<file path="config.mk">
export PLATFORM = sky130hd
export DESIGN_NAME = tone_sequencer
export DESIGN_NICKNAME = d
export VERILOG_FILES = /design/src/rtl/tone_pkg.sv /design/src/rtl/tone_sequencer_note_lut.sv /design/src/rtl/tone_sequencer.sv
export SDC_FILE = /design/constraint.sdc
export NUM_CORES = 1
export LEC_CHECK = 0
export ABC_CLOCK_PERIOD_IN_PS = 3000
export BUFFER_PORTS_ARGS = -buffer_cell sky130_fd_sc_hd__buf_2
export CORE_ASPECT_RATIO = 0.7
export CORE_MARGIN = 10
export CORE_UTILIZATION = 40
export DETAILED_ROUTE_END_ITERATION = 10
export PLACE_DENSITY = 0.56
export SYNTH_ARGS = -nofsm -noshare
export SYNTH_HDL_FRONTEND = slang
export SYNTH_SLANG_ARGS = --single-unit
</file>
<file path="constraint.sdc">
create_clock -name inclk -period 3 [get_ports inclk]
set_input_delay 0.75 -clock inclk [delete_from_list [all_inputs] [get_ports inclk]]
set_output_delay 0.75 -clock inclk [all_outputs]
set_load 0.05 [all_outputs]
</file>
<file path="src/rtl/tone_pkg.sv">
// Shared types and note constants for the tone sequencer.
package tone_pkg;

  typedef enum logic [1:0] {
    ST_IDLE      = 2'd0,
    ST_MANUAL    = 2'd1,
    ST_AUTO_HOLD = 2'd2,
    ST_DONE      = 2'd3
  } state_e;

  localparam int NOTE_COUNT = 8;
  localparam int NOTE_IDX_W = 3;

  // C5 .. C6 in whole Hz; chosen so the truncated half-period matches the divider table.
  localparam int unsigned NOTE_HZ [NOTE_COUNT] = '{523, 587, 659, 698, 783, 880, 987, 1046};

endpackage

</file>
<file path="src/rtl/tone_sequencer_note_lut.sv">
// Combinational note index to divider half-period count lookup.
module note_lut
  import tone_pkg::*;
#(
  parameter int N      = 32,
  parameter int CLK_HZ = 50_000_000
) (
  input  logic [NOTE_IDX_W-1:0] idx,
  output logic [N-1:0]          count
);

  function automatic logic [N-1:0] half_period(input int unsigned f_hz);
    longint q;
    q = longint'(CLK_HZ) / (64'd2 * longint'(f_hz)) - 64'd1;
    return N'(q);
  endfunction

  // Evaluated at elaboration so no divider is built in hardware.
  localparam logic [N-1:0] COUNTS [NOTE_COUNT] = '{
    half_period(NOTE_HZ[0]), half_period(NOTE_HZ[1]),
    half_period(NOTE_HZ[2]), half_period(NOTE_HZ[3]),
    half_period(NOTE_HZ[4]), half_period(NOTE_HZ[5]),
    half_period(NOTE_HZ[6]), half_period(NOTE_HZ[7])
  };

  always_comb begin
    count = COUNTS[idx];
  end

endmodule

</file>
<file path="src/rtl/tone_sequencer.sv">
// Manual/auto note sequencer feeding a downstream clock divider.
module tone_sequencer
  import tone_pkg::*;
#(
  parameter int N          = 32,
  parameter int CLK_HZ     = 50_000_000,
  parameter int NOTE_TICKS = 25_000_000,
  parameter int LOOP       = 0
) (
  input  logic                  inclk,
  input  logic                  reset,
  input  logic                  start,
  input  logic                  stop,
  input  logic                  mode,
  input  logic [NOTE_IDX_W-1:0] note_sel,
  output logic [N-1:0]          div_clk_count,
  output logic                  tone_en,
  output logic [NOTE_IDX_W-1:0] note_idx,
  output logic                  update,
  output logic                  busy,
  output logic                  done
);

  localparam int TW = $clog2(NOTE_TICKS);
  localparam logic [TW-1:0] TICK_LAST = TW'(NOTE_TICKS - 1);
  localparam logic [NOTE_IDX_W-1:0] LAST_NOTE = NOTE_IDX_W'(NOTE_COUNT - 1);

  state_e                  state_q, state_d;
  logic [N-1:0]            div_q, div_d;
  logic [NOTE_IDX_W-1:0]   note_idx_q, note_idx_d;
  logic [TW-1:0]           tick_q, tick_d;
  logic                    update_q, update_d;
  logic                    done_q, done_d;
  logic [NOTE_IDX_W-1:0]   lut_idx;
  logic [N-1:0]            lut_count;

  note_lut #(.N(N), .CLK_HZ(CLK_HZ)) u_note_lut (
    .idx   (lut_idx),
    .count (lut_count)
  );

  // Index whose count would be loaded on the next edge in the current state.
  always_comb begin
    lut_idx = note_sel;
    case (state_q)
      ST_IDLE:      lut_idx = mode ? '0 : note_sel;
      ST_AUTO_HOLD: lut_idx = note_idx_q + NOTE_IDX_W'(1);
      default:      lut_idx = note_sel;
    endcase
  end

  always_comb begin
    state_d    = state_q;
    div_d      = div_q;
    note_idx_d = note_idx_q;
    tick_d     = tick_q;
    update_d   = 1'b0;
    done_d     = 1'b0;
    case (state_q)
      ST_IDLE: begin
        if (start && !stop) begin
          state_d    = mode ? ST_AUTO_HOLD : ST_MANUAL;
          note_idx_d = lut_idx;
          div_d      = lut_count;
          tick_d     = '0;
          update_d   = 1'b1;
        end
      end
      ST_MANUAL: begin
        if (stop) begin
          state_d = ST_IDLE;
        end else if (note_sel != note_idx_q) begin
          note_idx_d = note_sel;
          div_d      = lut_count;
          update_d   = 1'b1;
        end
      end
      ST_AUTO_HOLD: begin
        if (stop) begin
          state_d = ST_IDLE;
        end else if (tick_q == TICK_LAST) begin
          tick_d = '0;
          if (note_idx_q == LAST_NOTE && LOOP == 0) begin
            state_d = ST_DONE;
            done_d  = 1'b1;
          end else begin
            note_idx_d = lut_idx;
            div_d      = lut_count;
            update_d   = 1'b1;
          end
        end else begin
          tick_d = tick_q + TW'(1);
        end
      end
      default: state_d = ST_IDLE;
    endcase
  end

  always_ff @(posedge inclk or negedge reset) begin
    if (!reset) begin
      state_q    <= ST_IDLE;
      div_q      <= '0;
      note_idx_q <= '0;
      tick_q     <= '0;
      update_q   <= 1'b0;
      done_q     <= 1'b0;
    end else begin
      state_q    <= state_d;
      div_q      <= div_d;
      note_idx_q <= note_idx_d;
      tick_q     <= tick_d;
      update_q   <= update_d;
      done_q     <= done_d;
    end
  end

  assign div_clk_count = div_q;
  assign note_idx      = note_idx_q;
  assign update        = update_q;
  assign done          = done_q;
  assign busy          = (state_q != ST_IDLE);
  assign tone_en       = (state_q == ST_MANUAL) || (state_q == ST_AUTO_HOLD);

endmodule

</file>
==> Word level (Yosys, flattened, before mapping) <==
Memories as Yosys holds them, arrays and structs flattened.
Cells that the tools add are included.
{ "totals": {"word_cells": 75, "romBits": 256, "reg_bits": 64, "in_bits": 8, "out_inout_bits": 39, "mem_count": 1} }
{ "op_classes": {"bitwise_logic": 1, "n_lt_le_gt_ge": 1, "add_sub_neg": 2, "muxes": 40, "reduce_logical": 10, "eq_ne": 14} }
{ "memory_table": {"columns": ["name", "words", "word_bits", "read_ports", "rd_clocked_by_memory_dff", "write_ports", "line", "rtl"], "rows": [
  ["(no name shown)", 8, 32, 1, 0, 0, "tone_sequencer_note_lut.sv:27", "count = COUNTS[idx];"]
]} }
{ "ops": {"columns": ["cell", "n"], "rows": [
  ["2-to-1 mux 32 bit", 8],
  ["one-hot mux 32 bit (3 select lines)", 1],
  ["2-to-1 mux 25 bit", 3],
  ["one-hot mux 25 bit (2 select lines)", 1],
  ["adder 25 x 1 -> 25 bit, second input constant", 1],
  ["== test 25 bit, second input constant", 1],
  ["2-to-1 mux 3 bit", 7],
  ["!= test 2 bit, second input constant", 7],
  ["2-to-1 mux 2 bit", 6],
  ["2-to-1 mux 1 bit", 10],
  ["one-hot mux 3 bit (3 select lines)", 1],
  ["AND reduction 7 bit", 1],
  ["!= test 3 bit, second input constant", 2],
  ["one-hot mux 2 bit (3 select lines)", 1],
  ["one-hot mux 3 bit (2 select lines)", 1],
  [">= comparator 4 bit, second input constant", 1],
  ["NOT 3 -> 4 bit", 1],
  ["AND reduction 4 bit", 1],
  ["nonzero test 2 bit", 2],
  ["adder 3 x 1 -> 3 bit, second input constant", 1],
  ["== test 3 bit, second input constant", 1],
  ["!= test 3 bit", 1],
  ["one-hot mux 1 bit (3 select lines)", 1],
  ["AND reduction 3 bit", 1],
  ["7 further kinds", 7]
]} }

==> Longest topological paths before layout <==
Gate-level depths: netlist of the first run.
{ "depth": {"word_depth": 10, "ltp_mapped": 10, "mapped_depth_nobuf": 9} }

==> Modules after synthesis <==
Synthesis of the first run repeated with hierarchy kept, for this count alone.
{ "hier_totals": {"cells_unflattened": 330, "hier_area_um2": 3563.4} }
{ "modules_own_cells": {"columns": ["mod", "cells_each", "area_each_um2", "instances", "seq_area_each_um2"], "rows": [
  ["tone_sequencer", 281, 3165.5, 1, 1601.5],
  ["note_lut", 49, 397.9, 1, 0.0]
]} }

==> Least setup slack after synthesis of the first run <==
No wires, ideal clock.
{ "synth_path": {"kind": "register to register", "start": "register tick_q[15]", "end": "register div_q[10] (netlist: div_clk_count[10])", "setup_ps": 125, "setup_slack_ps": 547, "arrival_time_ps": 2328, "n_path_buf": 1, "path_stages_with_launch": 7, "cell_sequence": "dfrtp_1 or4_1 or4_4 o41ai_4 nand3_4 buf_6 mux2_4"} }
{ "synth_between": {"elab_chain_cells": 3} }
{ "synth_lines": {"columns": ["element", "line", "rtl"], "rows": [
  ["from (decl)", "tone_sequencer.sv:31", "logic [TW-1:0] tick_q, tick_d;"],
  ["from (signal assigned)", "tone_sequencer.sv:111", "tick_q <= tick_d;"],
  ["== test 25 bit", "tone_sequencer.sv:81", "end else if (tick_q == TICK_LAST) begin"],
  ["!= test 2 bit (no source line)", null, null],
  ["AND reduction 7 bit (no source line)", null, null],
  ["to (signal assigned)", "tone_sequencer.sv:109", "div_q <= div_d;"],
  ["to (decl)", "tone_sequencer.sv:29", "logic [N-1:0] div_q, div_d;"]
]} }
Every way passes these cells.
A chain may end at the register's enable or synchronous reset.

==> Final worst setup path of the first run <==
{ "layout_path": {"start": "register tick_q[9]", "end": "register div_q[12] (netlist: div_clk_count[12])"} }
Same word-level chain as after synthesis.

==> results.md, run 1 <==
- Status: finished, final reports clean
- Worst path arrival time: 2.85 ns
- Power per cell area: 947 nW/um2
- Die X: 122 um
- Crit Reg-Reg Startpoint: tick_q[9]$_DFFE_PN0P_
- Final min period: 2.66 ns
- Synth area leaders: dfrtp_1 40%, ha_1 5.6%, mux2_4 4.6%
- First-pass GRT wire length: 11.4 mm
- Finished Layout Cells: 430
- WL/cell: 15.6 um
- Endpoints failing setup: 0
- Worst Hold Slack: 0.510 ns
- Unrepaired setup endpoints after global routing: no
- Critical path's largest stage delay: 0.56 ns
- P&R area growth vs syn: 10.2%
- Hold path cells: 1
- Fraction of synthesized area in multiplexers: 0.104
- Flop pwr share: 0.293
- Multi-input logic area: 1570 um2
- Simple-Gate Fraction of Synth Area: 0.186
- Met2 wire length: 2.75 mm
- IO Pins: 47
- Synth Area in XOR/XNOR: 0.0269
- Max VDD drop: 0.000586 V
- DRT antenna net count: 0
- CORE AREA: 6910 um2
- Routed met1 length: 3.45 mm
- Cell taking the most area after synthesis: dfrtp_1
- Warnings from Yosys: 0
- Die area: 11200 um2
- DR top layer: met4
- R2r worst-path depth: 5
- Worst setup EP type: flip-flop
- Design area: 3230 um2
- Critical Path RT: 3.19 ns
- Setup WS post-layout: 0.337 ns
- FMAX: 375 MHz
- Critical path fanouts, max: 18
- Vias in the first global route: 2200
- Total CTS buffers: 5
- GR Overflow Total: 0
- Critical Path, Cell by Cell: or4_1, or4_4, o41ai_4, nand3_4, mux2_4
- Routed wire length: 6.70 mm
- Pre-CTS setup slack: 0.332 ns
- Sw Share: 0.483
- Comb power frac: 0.577
- CP max-delay cell: or4_1
- H-Tree Level Count: 2
- Clock Tree Root: clkbuf_8
- Clock latency at the later pin of the worst-skew pair: 0.30 ns
- CP Launch Type: flip-flop
- Synth Area in Compound Gates: 0.145
- Total track usage: 0.123
- Mapped Area: 2930 um2
- Post-DP Area: 3140 um2
- Pins Over Slew Limit: 0
- Placed cell count: 423
- P_leak: 1.49 nW
- Via density: 5.36
- Post-synth top flop: dfrtp_1
- Clock sinks: 47
- Via count: 2305
- Largest net degree at the start of global routing: 48
- Fraction of registers with async set/reset: 1.00
- Starting DRT DRC Count: 106
- WS Path Type: flip-flop to flip-flop
- Die Y: 91.6 um
- Library cells used by synthesis: 45
- Sequential cell area: 1180 um2
- Min-Delay Endpoint: div_clk_count[8]$_DFFE_PN0P_
- Clk slew on worst S/H paths: 0.09 ns
- Largest family of logic cells by synthesized area: simple AND/OR/NAND/NOR gates
- Total negative setup slack: 0 ns
- Slew headroom: 0.558
- Clock power frac: 0.130
- Number of diodes: 0
- R2r endpoint: div_clk_count[12]$_DFFE_PN0P_
- FILL cells: 681
- FF-to-FF setup slack: 0.34 ns
- Post-CTS Setup Inserts: 0
- Post-cts repair resize count: 0
- Initial antenna violation count: 0
- Max Cap Viol: 0
- Placement row count: 25
- Layout cells sized above 1: 0.202
- Hold Startpoint: div_clk_count[8]$_DFFE_PN0P_
- Area share of the largest cell type after synthesis: 0.402
- Commonest non-fill, non-tap cells in the layout: 47 x dfrtp_1, 30 x buf_2, 25 x nor2_1
- Initial Utilization: 0.423
- DRC violations left: 0
- IO buf count: 30
- Dpl hpwl: 4.92 mm
- Worst Hold Class: flip-flop to flip-flop
- Post-synthesis sequential area ratio: 0.402
- CTS tree: yes
- Tot Pwr: 3.05 mW
- Hold_buf cts: 0
- Mapped Cells: 304
- Actual slew at the worst max-slew pin: 0.660 ns
- Routability cong.: 0.793
- Final period util: 0.888
- EDFF count, synth: 0
- CTS Buffer Depth: 2
- TritonRoute pass-1 iters: 4
- Core Util, Final: 0.467
- Synth Area per Inst: 9.63 um2
- P_sw: 1.48 mW
- Clk_skew: 0.00674 ns
- Commonest non-fill, non-tap cell in the layout: dfrtp_1
- Met3 WL: 387 um
- Hold violation count in the final report: 0
- Internal power: 1.58 mW
- FF+latch count, synth: 47
- Nets: 357
- Synth Area in Adders: 0.0556
-- synthesized netlist by cell type (2+ instances only) --
library cell	count
and4_1	2
o21ai_0	20
buf_4	17
nand4_1	10
mux2_2	8
clkbuf_1	10
mux2i_1	8
or4_1	5
dfrtp_1	47
a21o_1	4
ha_1	13
nand3_1	8
nor3_1	8
nand2_1	22
inv_1	14
mux2_4	9
nor4_1	3
a22o_1	9
nor2_1	25
nand2b_1	4
and2_1	3
or2_2	2
xor2_1	4
a221oi_1	2
xnor2_1	5
a2bb2oi_1	2
and3_1	5
a21oi_1	15
nor4b_1	2
o21a_1	3
-- sequential cells by signal, indices dropped and copies added (netlist names) --
name,cells
note_idx,3
state_q,2
div_clk_count,15
done,1
update,1
tick_q,25
-- cell type report --
class	count	share of cell area
multi-input cells	229	0.488
clock buffers	6	0.0256
repair buffers	39	0.0675
inverters	14	0.0163
clock inverters	1	0.00155
flip-flops and latches	47	0.365
well taps	94	0.0365
-- per-layer routing --
layer	track usage	vias to the layer above
met1	0.180	1110
li1	-	1115
met5	0	-
met2	0.169	69
met4	0.0411	0
met3	0.0309	11
-- power by group through the flow --
stage,Clock [mW],Sequential (mW),Combinational [mW]
after floorplan,0,1.30,1.02
after global placement,0,0.906,1.76
after detailed placement,0,0.908,1.78
after CTS,0.413,0.896,1.78
after global routing,0.437,0.926,1.93
final,0.396,0.895,1.76
-- logic make-up after synthesis --
family	after synthesis
flops	47
compound gates	63
xor+xnor	9
fa+ha+maj	13
simple gates	103
other cells	1
buf+inv	43
mux	25
-- worst max-delay path, delay by kind of cell, from the launching register on --
kind               cells  cell delay (ns)
AOI/OAI and AO/OA      1             0.35
DFF                    1             0.43
and+or+nand+nor        3             1.36
muxes                  1             0.40
-- worst max path at each step --
stage                                       from                       endpoint  slack (ns)  depth (start not counted)
after CTS                  tick_q[9]$_DFFE_PN0P_  div_clk_count[12]$_DFFE_PN0P_        0.32                          5
after floorplan           tick_q[15]$_DFFE_PN0P_  div_clk_count[10]$_DFFE_PN0P_        0.55                          6
final                      tick_q[9]$_DFFE_PN0P_  div_clk_count[12]$_DFFE_PN0P_        0.34                          5
after global placement    tick_q[15]$_DFFE_PN0P_  div_clk_count[12]$_DFFE_PN0P_        0.36                          5
after detailed placement   tick_q[9]$_DFFE_PN0P_  div_clk_count[12]$_DFFE_PN0P_        0.33                          5
after global routing       tick_q[0]$_DFFE_PN0P_        note_idx[1]$_DFFE_PN0P_        0.20                          6
Power figures use the tool's default switching activity.
==> run 2, diff against run 1 <==
CORE_UTILIZATION = 57   (was 40)
PLACE_DENSITY = 0.76   (was 0.56)
==> run 2 against run 1 <==
Effect of this change: routed wire length decreased by 1.5%; register-to-register slack improved by 0.03 ns; count of clock-buffer cells in the layout unchanged; combinational power is essentially flat; utilization increased by 19 points; die area fell by 25%; final cell count decreased by 6.7%; sequential share of layout area increased by 0.53 points; total power up 1.6%; clock power up 13%; global-route usage rose by 3.2 points; critical path type unchanged; largest cell class unchanged; largest power group unchanged.
==> results.md, run 2 (synthesis gave the netlist of run 1 again) <==
- Clock latency at the later pin of the worst-skew pair: 0.30 ns (about the same)
- Via count: 2327 (+0.95%)
- GR Overflow Total: 0 (unchanged)
- Via density: 5.80 (+8.3%)
- Actual slew at the worst max-slew pin: 1.02 ns (+0.358 ns)
- Max Cap Viol: 0 (unchanged)
- CTS tree: yes
- FMAX: 380 MHz (+1.3%)
- P&R area growth vs syn: 8.64%
- Clk_skew: 0.00737 ns (+0.000622 ns)
- Commonest non-fill, non-tap cell in the layout: dfrtp_1
- Max reg flops: 25 (unchanged)
- Routed wire length: 6.60 mm (-1.5%)
- TritonRoute pass-1 iters: 4 (unchanged)
- Post-CTS Setup Inserts: 0 (unchanged)
- Power per cell area: 976 nW/um2 (+3.1%)
- WL/cell: 16.5 um (+5.6%)
- Worst path arrival time: 2.82 ns (-0.03 ns)
- Total track usage: 0.155 (+0.0322)
- Number of diodes: 0 (unchanged)
- Clock sinks: 47 (unchanged)
- Die area: 8450 um2 (-25%)
- IO Pins: 47 (unchanged)
- CORE AREA: 4860 um2 (-30%)
- Pins Over Slew Limit: 0 (unchanged)
- Max VDD drop: 0.000556 V (-5.2%)
- P_leak: 1.48 nW (-1.1%)
- WS Path Type: flip-flop to flip-flop
- Endpoints failing setup: 0 (unchanged)
- Dpl hpwl: 4.92 mm (about the same)
- Total negative setup slack: 0 ns (unchanged)
- DRC violations left: 0 (unchanged)
- Finished Layout Cells: 401 (-6.7%)
- Critical path fanouts, max: 11 (-7)
- H-Tree Level Count: 2 (unchanged)
- DRT antenna net count: 0 (unchanged)
- Slew headroom: 0.322 (-0.237)
- Biggest register: tick_q
- Final period util: 0.876 (-0.0113)
- Starting DRT DRC Count: 188 (+77%)
- Post-cts repair resize count: 0 (unchanged)
- IO buf count: 30 (unchanged)
- Routability cong.: 0.848 (+6.9%)
- Design area: 3180 um2 (-1.4%)
- Commonest non-fill, non-tap cells in the layout: 47 x dfrtp_1, 30 x buf_2, 25 x nor2_1
- Clock Tree Root: clkbuf_8
- Die X: 106 um (-14%)
- Largest net degree at the start of global routing: 48 (unchanged)
- Status: finished, final reports clean
- Post-DP Area: 3080 um2 (-2.0%)
- Initial antenna violation count: 0 (unchanged)
- Initial Utilization: 0.602 (+0.179)
- Unrepaired setup endpoints after global routing: no
- FILL cells: 412 (-40%)
- First-pass GRT wire length: 10.8 mm (-5.7%)
- Total CTS buffers: 5 (unchanged)
- Worst Hold Slack: 0.503 ns (-0.00662 ns)
- Hold violation count in the final report: 0 (unchanged)
- Critical Path RT: 3.19 ns (about the same)
- Final min period: 2.63 ns (-0.0339 ns)
- Placement row count: 21 (-16%)
- Clk slew on worst S/H paths: 0.09 ns (about the same)
- Die Y: 80.0 um (-13%)
- CTS Buffer Depth: 2 (unchanged)
- Nets: 353 (-1.1%)
- Placed cell count: 394 (-6.9%)
- Worst setup EP type: flip-flop
- Vias in the first global route: 2164 (-1.6%)
- Hold_buf cts: 0 (unchanged)
- Layout cells sized above 1: 0.190 (-0.0126)
- CP Launch Type: flip-flop
- Worst Hold Class: flip-flop to flip-flop
[run 2: cell types whose count changed in the layout (fill, tap and decap cells not counted)]
cell       change
clkbuf_8       -1
bufinv_16      +1
clkbuf_1       +1
buf_4          -4
clkinv_2       -1
[run 2: through the flow]
stage / utilization / setup slack [ns] / power [mW]
final: 0.654 / 0.371 / 3.10
after global routing: 0.654 / 0.249 / 3.29
after CTS: 0.654 / 0.401 / 3.12
after detailed placement: 0.633 / 0.418 / 2.67
after global placement: 0.633 / 0.443 / 2.62
after floorplan: - / 0.547 / 2.32
[run 2: routing by layer]
metal / routed length [um] / GRT usage
met5: 0 / 0
met4: 79 / 0.0512
met3: 614 / 0.0468
met2: 2640 / 0.215
met1: 3260 / 0.223
[run 2: layout make-up]
class | instances | area [um2] | area share
multi-input combinational | 229 | 1570 | 0.495
sequential | 47 | 1180 | 0.370
clock buffer | 6 | 72.6 | 0.0228
tap | 69 | 86.3 | 0.0272
clock inverter | 1 | 30.0 | 0.00945
timing repair buffer | 35 | 188 | 0.0590
inverter | 14 | 52.6 | 0.0165
[run 2: final timing paths]
path	slack, ns	cells past startpoint	startpoint	endpoint
max	0.37	8	state_q[0]$_DFFE_PN0P_	div_clk_count[12]$_DFFE_PN0P_
min	0.50	1	div_clk_count[5]$_DFFE_PN0P_	div_clk_count[5]$_DFFE_PN0P_
max reg2reg	0.37	8	state_q[0]$_DFFE_PN0P_	div_clk_count[12]$_DFFE_PN0P_
min reg2reg	0.50	1	div_clk_count[5]$_DFFE_PN0P_	div_clk_count[5]$_DFFE_PN0P_
max in group asynchronous	1.75	1	reset	div_clk_count[8]$_DFFE_PN0P_
min in group asynchronous	0.62	1	reset	tick_q[11]$_DFFE_PN0P_
[run 2: report_power, final]
group / switching (mW) / internal, mW
registers: 0.115 / 0.785
logic: 1.15 / 0.599
clock network: 0.205 / 0.244
[run 2: worst max-delay path, stage by stage (launching register included)]
cell and delay, ns:
dfrtp_1 0.44, inv_1 0.12, ha_1 0.47, mux2i_1 0.25, a22o_1 0.34, ha_1 0.38
nor2_1 0.17, a21oi_1 0.07, mux2_4 0.28
==> run 3, diff against run 2 <==
PLACE_DENSITY = 0.9   (was 0.76)
==> run 3 against run 2 <==
Effect of this change: sequential power is essentially flat; largest power group unchanged; sequential cell count unchanged; global-route usage about the same; combinational power barely moved; worst setup slack worse by 0.013 ns; critical endpoint is now div_clk_count[8]$_DFFE_PN0P_; utilization grew 0.36 points; clock skew about the same; routed wire length shrank 0.44%.
==> results.md, run 3 (synthesis gave the netlist of run 1 again) <==
- Initial antenna violation count: 1 (+1)
- DRT antenna net count: 0 (unchanged)
- Placed cell count: 396 (+0.51%)
- Routability cong.: 0.876 (+3.3%)
- Largest net degree at the start of global routing: 31 (-35%)
- Commonest non-fill, non-tap cell in the layout: dfrtp_1
- Endpoints failing setup: 0 (unchanged)
- Worst Hold Slack: 0.355 ns (-0.149 ns)
- Routed wire length: 6.57 mm (-0.44%)
- WL/cell: 16.3 um (-1.2%)
- First-pass GRT wire length: 11.0 mm (+2.8%)
- Total CTS buffers: 5 (unchanged)
- Unrepaired setup endpoints after global routing: no
- R2r endpoint: div_clk_count[8]$_DFFE_PN0P_
- IO Pins: 47 (unchanged)
- Critical path fanouts, max: 18 (+7)
- P&R area growth vs syn: 9.23%
- Clk_skew: 0.00774 ns (+0.000375 ns)
- Layout cells sized above 1: 0.195 (+0.00485)
- Post-DP Area: 3090 um2 (+0.49%)
- Hold_buf cts: 0 (unchanged)
- Worst Setup SP: tick_q[0]$_DFFE_PN0P_
- Final period util: 0.881 (+0.00448)
- Tot Pwr: 3.10 mW (about the same)
- Placement row count: 21 (unchanged)
- Clock Tree Root: clkbuf_8
- Slew headroom: 0.560 (+0.238)
- GR Overflow Total: 0 (unchanged)
- Die area: 8450 um2 (unchanged)
- CP max-delay cell: or4_4
- Max reg flops: 25 (unchanged)
- Total negative setup slack: 0 ns (unchanged)
- CTS Buffer Depth: 2 (unchanged)
- Post-CTS Setup Inserts: 0 (unchanged)
- Critical Path RT: 3.19 ns (about the same)
- Power per cell area: 970 nW/um2 (-0.60%)
- Total track usage: 0.155 (about the same)
- R2r worst-path depth: 6 (-2)
- Critical path's largest stage delay: 0.63 ns (+0.16 ns)
- Biggest register: tick_q
- Pins Over Slew Limit: 0 (unchanged)
- Via count: 2368 (+1.8%)
- Starting DRT DRC Count: 241 (+28%)
- H-Tree Level Count: 2 (unchanged)
- Max VDD drop: 0.000386 V (-30%)
- Clock sinks: 47 (unchanged)
- Delay-heaviest family, CP: simple AND/OR/NAND/NOR gates
- Worst Hold Class: input port to asynchronous set/reset pin
- CTS tree: yes
- Vias in the first global route: 2284 (+5.5%)
- Clk slew on worst S/H paths: 0.08 ns (about the same)
- Max Cap Viol: 0 (unchanged)
- IO buf count: 30 (unchanged)
- Worst path bufs/invs: 0 (-1)
- Clock latency at the later pin of the worst-skew pair: 0.30 ns (about the same)
- Crit Reg-Reg Startpoint: tick_q[0]$_DFFE_PN0P_
- Status: finished, final reports clean
- Worst setup EP type: flip-flop
- Final min period: 2.64 ns (+0.0135 ns)
- Post-cts repair resize count: 0 (unchanged)
- Finished Layout Cells: 404 (+0.75%)
- WS Path Type: flip-flop to flip-flop
- Via density: 5.86 (+1.0%)
- Dpl hpwl: 4.94 mm (+0.52%)
- Commonest non-fill, non-tap cells in the layout: 47 x dfrtp_1, 30 x buf_2, 25 x nor2_1
- FMAX: 378 MHz (-0.51%)
- Critical Path, Cell by Cell: ha_1, nand4_1, or4_4, o41ai_4, nand3_4, mux2_4
- Design area: 3200 um2 (+0.55%)
- Die Y: 80.0 um (unchanged)
- CP Launch Type: flip-flop
- Worst path arrival time: 2.83 ns (about the same)
- FF-to-FF setup slack: 0.36 ns (about the same)
- Initial Utilization: 0.602 (unchanged)
- CORE AREA: 4860 um2 (unchanged)
- Die X: 106 um (unchanged)
- Nets: 355 (+0.57%)
- DRC violations left: 0 (unchanged)
- TritonRoute pass-1 iters: 5 (+1)
- P_leak: 1.49 nW (+0.68%)
- Hold violation count in the final report: 0 (unchanged)
- Actual slew at the worst max-slew pin: 0.660 ns (-0.357 ns)
run 3: changes by cell type in the layout (fill, tap and decap cells not counted), sizes merged:
cell | previous run | this run
diode | 0 | 1
buf | 35 | 37
run 3: worst reg2reg max path, cell delays in order, from the launching register on:
cell     delay [ns]
dfrtp_1        0.41
ha_1           0.23
nand4_1        0.19
or4_4          0.63
o41ai_4        0.36
nand3_4        0.32
mux2_4         0.40
run 3: cell type report:
class,count,area [um2]
fill,379,1660
sequential,47,1180
tap,69,86.3
multi-input combinational,229,1570
inverter,14,52.6
antenna,1,2.50
clock buffer,6,72.6
clock inverter,1,30.0
timing repair buffer,37,203
run 3: through the flow:
stage / utilization / setup slack, ns
CTS: 0.657 / 0.363
finish: 0.658 / 0.357
detailed placement: 0.636 / 0.377
floorplan: - / 0.547
global route: 0.658 / 0.213
global placement: 0.636 / 0.451
run 3: worst max-delay path by stage:
stage	end	slack [ns]	cells past startpoint
CTS	div_clk_count[8]$_DFFE_PN0P_	0.36	6
floorplan	div_clk_count[10]$_DFFE_PN0P_	0.55	6
detailed placement	div_clk_count[8]$_DFFE_PN0P_	0.38	6
global placement	div_clk_count[12]$_DFFE_PN0P_	0.45	5
finish	div_clk_count[8]$_DFFE_PN0P_	0.36	6
global route	div_clk_count[12]$_DFFE_PN0P_	0.21	9
run 3: metal layers:
layer | vias to the layer above | track usage | wire length, um | part of all wire
li1 | 1114 | - | - | -
met1 | 1112 | 0.206 | 2950 | 0.45
met2 | 131 | 0.236 | 2840 | 0.43
met3 | 11 | 0.0484 | 665 | 0.10
met4 | 0 | 0.0485 | 112 | 0.017
met5 | - | 0 | 0 | 0
run 3: power breakdown:
| part | switching, mW | internal (mW) |
|---|---|---|
| logic | 1.15 | 0.604 |
| registers | 0.117 | 0.785 |
| clock network | 0.201 | 0.244 |
| total | 1.47 | 1.63 |
